===== config.mk =====
export PLATFORM = sky130hd
export DESIGN_NAME = color_pwm_flat
export DESIGN_NICKNAME = d
export VERILOG_FILES = /design/src/rtl/color_pwm_if.sv /design/src/rtl/color_pwm.sv /design/src/flat_wrapper.sv
export SDC_FILE = /design/constraint.sdc
export NUM_CORES = 1
export LEC_CHECK = 0
export ABC_AREA = 1
export CORE_UTILIZATION = 59
export DETAILED_ROUTE_END_ITERATION = 12
export PLACE_DENSITY = 0.79
export RECOVER_POWER = 50
export SLEW_MARGIN = 5
export SYNTH_ARGS = -nofsm -noshare
export SYNTH_HDL_FRONTEND = slang
export SYNTH_SLANG_ARGS = --single-unit

===== constraint.sdc =====
create_clock -name clk -period 1.7 [get_ports clk]
set_input_delay 0.34 -clock clk [delete_from_list [all_inputs] [get_ports clk]]
set_output_delay 0.34 -clock clk [all_outputs]
set_load 0.02 [all_outputs]

===== src/rtl/color_pwm_if.sv =====
// rtl/color_pwm_if.sv - colour-index handshake between the colour sequencer and color_pwm
//
// Signals:
//   color        palette index offered by the sequencer (0..15)
//   color_valid  color is valid this cycle
//   color_ready  color_pwm can accept color this cycle
// Modports:
//   master  sequencer side (drives color/color_valid)
//   slave   color_pwm side (drives color_ready)
interface color_pwm_if;
    logic [3:0] color;
    logic       color_valid;
    logic       color_ready;

    modport master (output color, output color_valid, input color_ready);
    modport slave  (input color, input color_valid, output color_ready);
endinterface


===== src/rtl/color_pwm.sv =====
// rtl/color_pwm.sv - three-channel palette PWM LED driver with period-aligned colour updates
//
// Parameters:
//   PRESCALE   clk cycles per PWM tick (1..65535)
//   PWM_BITS   PWM counter / duty width (2..12)
//   FADE_STEP  duty change per period while fading (1..2^PWM_BITS-1)
// Ports:
//   clk          clock, rising edge
//   rst_n        synchronous active-low reset
//   cin          colour handshake (color_pwm_if.slave)
//   led_r/g/b    registered PWM outputs
//   period_done  one-cycle pulse the cycle after each period wrap
//   busy         an active duty differs from its target duty
// Build option:
//   COLOR_PWM_FADE_EN  when defined, active duties ramp toward the target by
//                      FADE_STEP per period instead of jumping.
module color_pwm #(
    parameter int PRESCALE  = 4,
    parameter int PWM_BITS  = 8,
    parameter int FADE_STEP = 16
) (
    input  logic        clk,
    input  logic        rst_n,
    color_pwm_if.slave  cin,
    output logic        led_r,
    output logic        led_g,
    output logic        led_b,
    output logic        period_done,
    output logic        busy
);

    typedef logic [PWM_BITS-1:0]      duty_t;
    // Channel order inside a duty3_t: [2]=red, [1]=green, [0]=blue.
    typedef logic [2:0][PWM_BITS-1:0] duty3_t;

    localparam duty_t FULL = {PWM_BITS{1'b1}};
    localparam duty_t HALF = {1'b1, {(PWM_BITS-1){1'b0}}};
    localparam duty_t ONE  = {{(PWM_BITS-1){1'b0}}, 1'b1};
    localparam duty_t STEP = duty_t'(FADE_STEP);
    localparam logic [15:0] PS_LAST = 16'(PRESCALE - 1);

    logic [15:0] presc;
    duty_t       cnt;
    logic        pend_valid;
    logic [3:0]  pend_idx;
    duty3_t      target;
    duty3_t      active;
    duty3_t      next_target;
    duty3_t      next_active;

    logic tick;
    logic wrap;
    logic transfer;

    function automatic duty3_t palette(input logic [3:0] idx);
        duty_t      lvl;
        logic [2:0] rgb;
        lvl = idx[3] ? HALF : FULL;
        case (idx[2:0])
            3'd0:    rgb = 3'b000;
            3'd1:    rgb = 3'b100;
            3'd2:    rgb = 3'b010;
            3'd3:    rgb = 3'b001;
            3'd4:    rgb = 3'b110;
            3'd5:    rgb = 3'b011;
            3'd6:    rgb = 3'b101;
            default: rgb = 3'b111;
        endcase
        return {rgb[2] ? lvl : '0, rgb[1] ? lvl : '0, rgb[0] ? lvl : '0};
    endfunction

    // Move cur one FADE_STEP toward tgt, landing exactly on tgt instead of
    // overshooting; differences are taken in the safe direction so nothing wraps.
    function automatic duty_t approach(input duty_t cur, input duty_t tgt);
        if (tgt > cur)
            return ((tgt - cur) <= STEP) ? tgt : cur + STEP;
        else if (cur > tgt)
            return ((cur - tgt) <= STEP) ? tgt : cur - STEP;
        else
            return cur;
    endfunction

    assign tick     = (presc == PS_LAST);
    assign wrap     = tick && (cnt == FULL);
    assign transfer = cin.color_valid && !pend_valid;

    assign cin.color_ready = !pend_valid;

    always_comb begin
        next_target = pend_valid ? palette(pend_idx) : target;
`ifdef COLOR_PWM_FADE_EN
        for (int i = 0; i < 3; i++)
            next_active[i] = approach(active[i], next_target[i]);
`else
        next_active = next_target;
`endif
    end

`ifdef COLOR_PWM_FADE_EN
    assign busy = (active != target);
`else
    assign busy = 1'b0;
`endif

    always_ff @(posedge clk) begin
        if (!rst_n) begin
            presc       <= '0;
            cnt         <= '0;
            pend_valid  <= 1'b0;
            pend_idx    <= '0;
            target      <= '0;
            active      <= '0;
            led_r       <= 1'b0;
            led_g       <= 1'b0;
            led_b       <= 1'b0;
            period_done <= 1'b0;
        end else begin
            presc <= tick ? 16'd0 : presc + 16'd1;
            if (tick)
                cnt <= cnt + ONE;

            period_done <= wrap;

            // Duties only change at the wrap, so compare against the pre-wrap
            // values here; the new duty takes effect from counter 0.
            led_r <= (cnt < active[2]);
            led_g <= (cnt < active[1]);
            led_b <= (cnt < active[0]);

            // A transfer can only happen with pend_valid low, so it never
            // collides with the wrap consuming a pending colour.
            if (transfer) begin
                pend_valid <= 1'b1;
                pend_idx   <= cin.color;
            end else if (wrap) begin
                pend_valid <= 1'b0;
            end

            if (wrap) begin
                target <= next_target;
                active <= next_active;
            end
        end
    end

endmodule


===== src/flat_wrapper.sv =====
// flat-port wrapper written by rule: the top's interface ports become plain ports
module color_pwm_flat 
#(
    parameter int PRESCALE  = 4,
    parameter int PWM_BITS  = 8,
    parameter int FADE_STEP = 16
)
  (clk, rst_n, led_r, led_g, led_b, period_done, busy, cin_color, cin_color_valid, cin_color_ready);
  color_pwm_if cin_i ();
  input  logic clk;
  input  logic rst_n;
  output logic led_r;
  output logic led_g;
  output logic led_b;
  output logic period_done;
  output logic busy;
  input wire logic [$bits(cin_i.color)-1:0] cin_color;
  input wire logic [$bits(cin_i.color_valid)-1:0] cin_color_valid;
  output wire logic [$bits(cin_i.color_ready)-1:0] cin_color_ready;
  assign cin_i.color = cin_color;
  assign cin_i.color_valid = cin_color_valid;
  assign cin_color_ready = cin_i.color_ready;
  color_pwm #(.PRESCALE(PRESCALE), .PWM_BITS(PWM_BITS), .FADE_STEP(FADE_STEP)) u_core (.clk(clk), .rst_n(rst_n), .cin(cin_i), .led_r(led_r), .led_g(led_g), .led_b(led_b), .period_done(period_done), .busy(busy));
endmodule

======== Word-level counts from Yosys, hierarchy flattened ========
Cells that the tools add are included.
word-level totals
  output and inout bits ................... 6
  word-level logic and storage cells ...... 39
  register bits ........................... 57
  bits of input ports ..................... 7
cells by class
  bitwise operators ....................... 1
  mux-type cells .......................... 7
  add/sub/neg operators ................... 2
  equality and inequality tests ........... 8
  reductions and logical operators ........ 7
  order comparisons ....................... 3
operator list
  cell                                                                    count
  8-bit less-than comparator                                              3
  8-bit two-way mux                                                       3
  3-bit case mux with 7 select lines                                      1
  16-bit by 1-bit adder with 16-bit output, second input constant         1
  16-bit by 2-bit equality test with 1-bit output, second input constant  1
  3-bit equality test, second input constant                              3
  8-bit by 1-bit adder with 8-bit output, second input constant           1
  8-bit equality test, second input constant                              1
  7-bit two-way mux                                                       1
  3-bit by 2-bit equality test with 1-bit output, second input constant   2
  3-bit by 1-bit equality test with 1-bit output, second input constant   1
  3-bit logical NOT                                                       1
  1-bit logical AND                                                       2
  1-bit two-way mux                                                       2
  2-bit AND reduction                                                     1
  2-bit nonzero test                                                      1
  2-bit OR reduction                                                      1
  1-bit logical NOT                                                       1
  1-bit inverter                                                          1

======== Longest topological paths before layout ========
  word-level depth ........................ 4
  gate-level depth with buffers ........... 9
  mapped depth without buffers ............ 9

======== Worst setup path before layout ========
No wires, ideal clock.
  path type ............................... reg-to-reg
  start ................................... reg u_core.cnt[1]
  end ..................................... reg u_core.target[22] (netlist name)
  stages on the path, launching flop included .. 9
  library setup time ...................... 0.114 ns
  slack ................................... 0.376 ns
  buffers on the path ..................... 0
  data required time ...................... 1.586 ns
  data arrival time ....................... 1.211 ns
  path through ............................ dfxtp_1 ha_1 nand2_1 inv_1 nand3_2 nor2_2 nand4_2 nand3_1 nand2_1
between the ends
  cells in the longest elaborated chain, start to end .. 3
RTL lines
  what                                  RTL line          source
  from (decl)                           color_pwm.sv:43   duty_t cnt;
  from (signal assigned)                color_pwm.sv:120  cnt <= cnt + ONE;
  8-bit equality test                   color_pwm.sv:84   assign wrap = tick && (cnt == FULL);
  1-bit logical AND                     color_pwm.sv:84
  2-bit AND reduction (no source line)  --
  to (signal assigned)                  color_pwm.sv:140  target <= next_target;
  to (decl)                             color_pwm.sv:46   duty3_t target;
Every way passes these cells.
A chain may end at the register's enable or synchronous reset.

======== Worst setup path in the final report ========
  start ................................... reg u_core.led_g
  end ..................................... out led_g
RTL lines
  what                    RTL line            source
  from (decl)             color_pwm.sv:26     output logic led_g,
  from (signal assigned)  color_pwm.sv:127    led_g <= (cnt < active[1]);
  to (decl)               flat_wrapper.sv:13  output logic led_g;
No word-level cell between the ends.

==> impl_metrics.py <==
metrics = {
    "critical_path": {
        "slowest_stage": "clkdlybuf4s50_1",
        "reg2reg_depth": 7,
        "critical_path.max_fanout": 1,
        "crit_arrival_ps": 1210,
        "cpLargestDelayFamily": "buffers and inverters",
        "path_class": "flip-flop to output pin",
        "critPathCaptureType": "output pin",
        "worstReg2RegStart": "u_core.presc[0]",
        "path_buf_inv": 1,
        "reg2reg_slack_ps": 210,
        "startpoint_type": "flip-flop",
        "r2r_end": "u_core.target[23]",
        "cp.required_ps": 1360,
        "timing.critical_path.slowest_cell_delay_ps": 600,
        "crit_chain": "clkdlybuf4s50_1",
    },
    "grt": {
        "grt_pass1_wl_um": 8270,
        "grt_max_degree": 17,
        "grt_pass1_vias": 1897,
        "antenna_found_initial": 0,
        "gr-total-overflow": 0,
        "track_usage_pct": 25.6,
    },
    "logic_synthesis": {
        "yosysSeqAreaShare_pct": 32.8,
        "synthesis.area_sq_um": 2380,
        "syn_nets": 353,
        "ys_ff_latch": 39,
        "syn_inst": 323,
        "synth_warnings": 0,
        "yosysUniqueCellTypes": 33,
        "avgSynthCellArea_sq_um": 7.36,
    },
    "clocking": {
        "clkLatencyLatePin_ps": 300,
        "cts.reportedPaths.clkPinSlew_ps": 80,
        "cts_buffer_depth": 2,
        "cts_resized": 0,
        "cts_root_buf": "clkbuf_8",
        "postCtsSetupBuffers": 0,
        "cts-htree-levels": 2,
        "tritoncts": "built",
        "postCtsHoldBufs": 0,
        "cts_buffers": 5,
        "cts.sinks": 39,
    },
    "floorplanning": {
        "die-area_sq_um": 4290,
        "initial_core_util_pct": 63.0,
        "design.core.area_sq_um": 3770,
        "die_h_um": 65.5,
        "die_w_um": 65.5,
        "num_rows": 22,
        "ios": 13,
    },
    "power_and_ir_drop": {
        "p_leak_nw": 1.07,
        "powerDensity_nw_per_um2": 672,
        "ir_drop_mv": 0.539,
        "power_mw": 1.79,
    },
    "detailed_routing": {
        "ant_nets": 0,
        "wl_um": 4800,
        "detail_route.wl_per_cell_um": 12.2,
        "drc": 0,
        "avgViaCountPerCell": 5.36,
        "vias": 2112,
        "first_pass_iters": 4,
        "drtIter0Drc": 116,
    },
    "timing": {
        "period_needed_ps": 1550,
        "fin_setup_tns_ps": 0,
        "rsz0062_at_grt": "false",
        "fmax_mhz": 645,
        "final.setup_skew_ps": 2.64,
        "fin_ws_ps": 151,
        "setup_viol": 0,
        "fin_crit_sh_pct": 91.1,
        "slew_violations": 0,
        "hold_viol_final": 0,
    },
    "worst_hold_path": {
        "whs_path_depth": 1,
        "hp-start": "u_core.presc[0]",
        "hold_end": "u_core.presc[0]",
        "hold_class": "flip-flop to flip-flop",
    },
    "run_status": {
        "run_status": "complete, no violations",
    },
    "final_layout": {
        "layout.nets": 375,
        "syn2layout_area_growth_pct": 12.3,
        "drive_gt1_share_pct": 12.4,
        "multiInputGateArea_sq_um": 1410,
        "nFillCells": 322,
        "antenna_cells": 0,
        "seqCellArea_sq_um": 781,
    },
    "placed_design": {
        "place_hpwl_um": 3630,
        "dpl_worst_slack_ps": 179,
        "gp_congestion": 0.900,
        "numPortBuffers": 11,
    },
    "flow_run": {
        "max_cap_viol_count": 0,
    },
}
area by class of cell:
cell class              instances  share of cell area, %
well taps                      48                   2.25
inverters                      39                   5.49
repair buffers                 20                   6.42
clock buffers                   7                   3.61
clock inverters                 1                  0.281
multi-input cells             240                   52.7
flip-flops and latches         39                   29.3
report_power, final:
| part | internal (mW) | switching, mW | leakage (nW) | total (mW) |
|---|---|---|---|---|
| registers | 0.932 | 0.0149 | 0.316 | 0.947 |
| clock network | 0.369 | 0.342 | 0.0505 | 0.711 |
| logic | 0.0488 | 0.0880 | 0.702 | 0.137 |
sequential cells by signal, indices dropped and copies added (netlist names):
register	cells
u_core.cnt	8
u_core.led_b	1
u_core.led_g	1
u_core.led_r	1
u_core.pend_idx	4
u_core.pend_valid	1
u_core.period_done	1
u_core.presc	16
u_core.target	6
stage by stage:
step	hold slack (ps)	cell area (sq um)	instances	utilization, %
after global routing	466	2670	394	70.8
after detailed placement	441	2580	386	68.4
after floorplan	417	2380	323	-
after global placement	432	2580	386	68.4
final	449	2670	394	70.8
after CTS	450	2690	394	71.2
kinds of logic (layout without fill, tap and decap cells):
| family | Yosys count | in the layout | share of synthesized area, % |
|---|---|---|---|
| XOR/XNOR | 6 | 6 | 2.21 |
| AND/OR/NAND/NOR | 156 | 156 | 32.4 |
| flip-flops | 39 | 39 | 32.8 |
| other | 1 | 1 | 0.158 |
| AO/OA/AOI/OAI | 54 | 54 | 12.7 |
| adder cells (fa/ha/maj) | 23 | 23 | 12.1 |
| buffers and inverters | 44 | 67 | 7.58 |
cell usage after synthesis:
| cell | n | share of area [%] |
|---|---|---|
| xnor2_1 | 1 | 0.37 |
| buf_6 | 1 | 0.47 |
| a21boi_0 | 3 | 0.95 |
| nor3_2 | 1 | 0.42 |
| nand2_2 | 3 | 0.79 |
| nand3b_1 | 1 | 0.32 |
| nor3_1 | 6 | 1.3 |
| inv_1 | 34 | 5.4 |
| nand2_1 | 63 | 9.9 |
| nor2_4 | 4 | 1.9 |
| a21oi_2 | 1 | 0.37 |
| conb_1 | 1 | 0.16 |
| nor3b_1 | 1 | 0.32 |
| nand3_1 | 18 | 3.8 |
| nor3_4 | 2 | 1.4 |
| nor2_2 | 6 | 1.6 |
| xor2_1 | 5 | 1.8 |
| o21ai_0 | 10 | 2.1 |
| o21ai_2 | 1 | 0.37 |
| nand3_2 | 1 | 0.42 |
| or2_0 | 1 | 0.26 |
| nand4_1 | 9 | 2.4 |
| o211ai_1 | 6 | 1.9 |
| nor2_1 | 36 | 5.7 |
| nand4_2 | 1 | 0.53 |
| o31ai_1 | 1 | 0.32 |
| buf_4 | 1 | 0.32 |
| inv_2 | 5 | 0.79 |
| ha_1 | 23 | 12 |
| nand2_4 | 3 | 1.4 |
| dfxtp_1 | 39 | 33 |
| a21oi_1 | 32 | 6.7 |
| buf_2 | 3 | 0.63 |
layout by cell type (no fill, tap or decap), drive strengths merged:
cell type,n
a21boi,3
dfxtp,39
a21oi,33
xor2,5
o211ai,6
ha,23
or2,1
clkbuf,8
nand3,19
buf,9
dlygate4sd3,1
xnor2,1
conb,1
o31ai,1
nor3,9
nor2,46
inv,39
clkinvlp,1
nor3b,1
nand3b,1
clkdlybuf4s50,9
nand2,69
nand4,10
o21ai,11
worst max-delay path by stage:
stage                            startpoint                end  cells past startpoint
after floorplan               u_core.cnt[1]  u_core.target[22]                      8
after global placement                rst_n  u_core.target[15]                      5
after detailed placement              rst_n  u_core.target[15]                      5
after CTS                 u_core.pend_valid    cin_color_ready                      2
after global routing        u_core.presc[0]  u_core.target[23]                      7
final                          u_core.led_g              led_g                      1
routing by layer:
metal,vias to the layer above,global-route usage (%),wire length [um]
met4,0,10.6,76
met3,6,4.17,269
li1,1112,-,-
met2,63,40.5,2090
met5,-,0,0
met1,931,34.6,2360
Note: power is estimated with default switching activity, not from simulation.
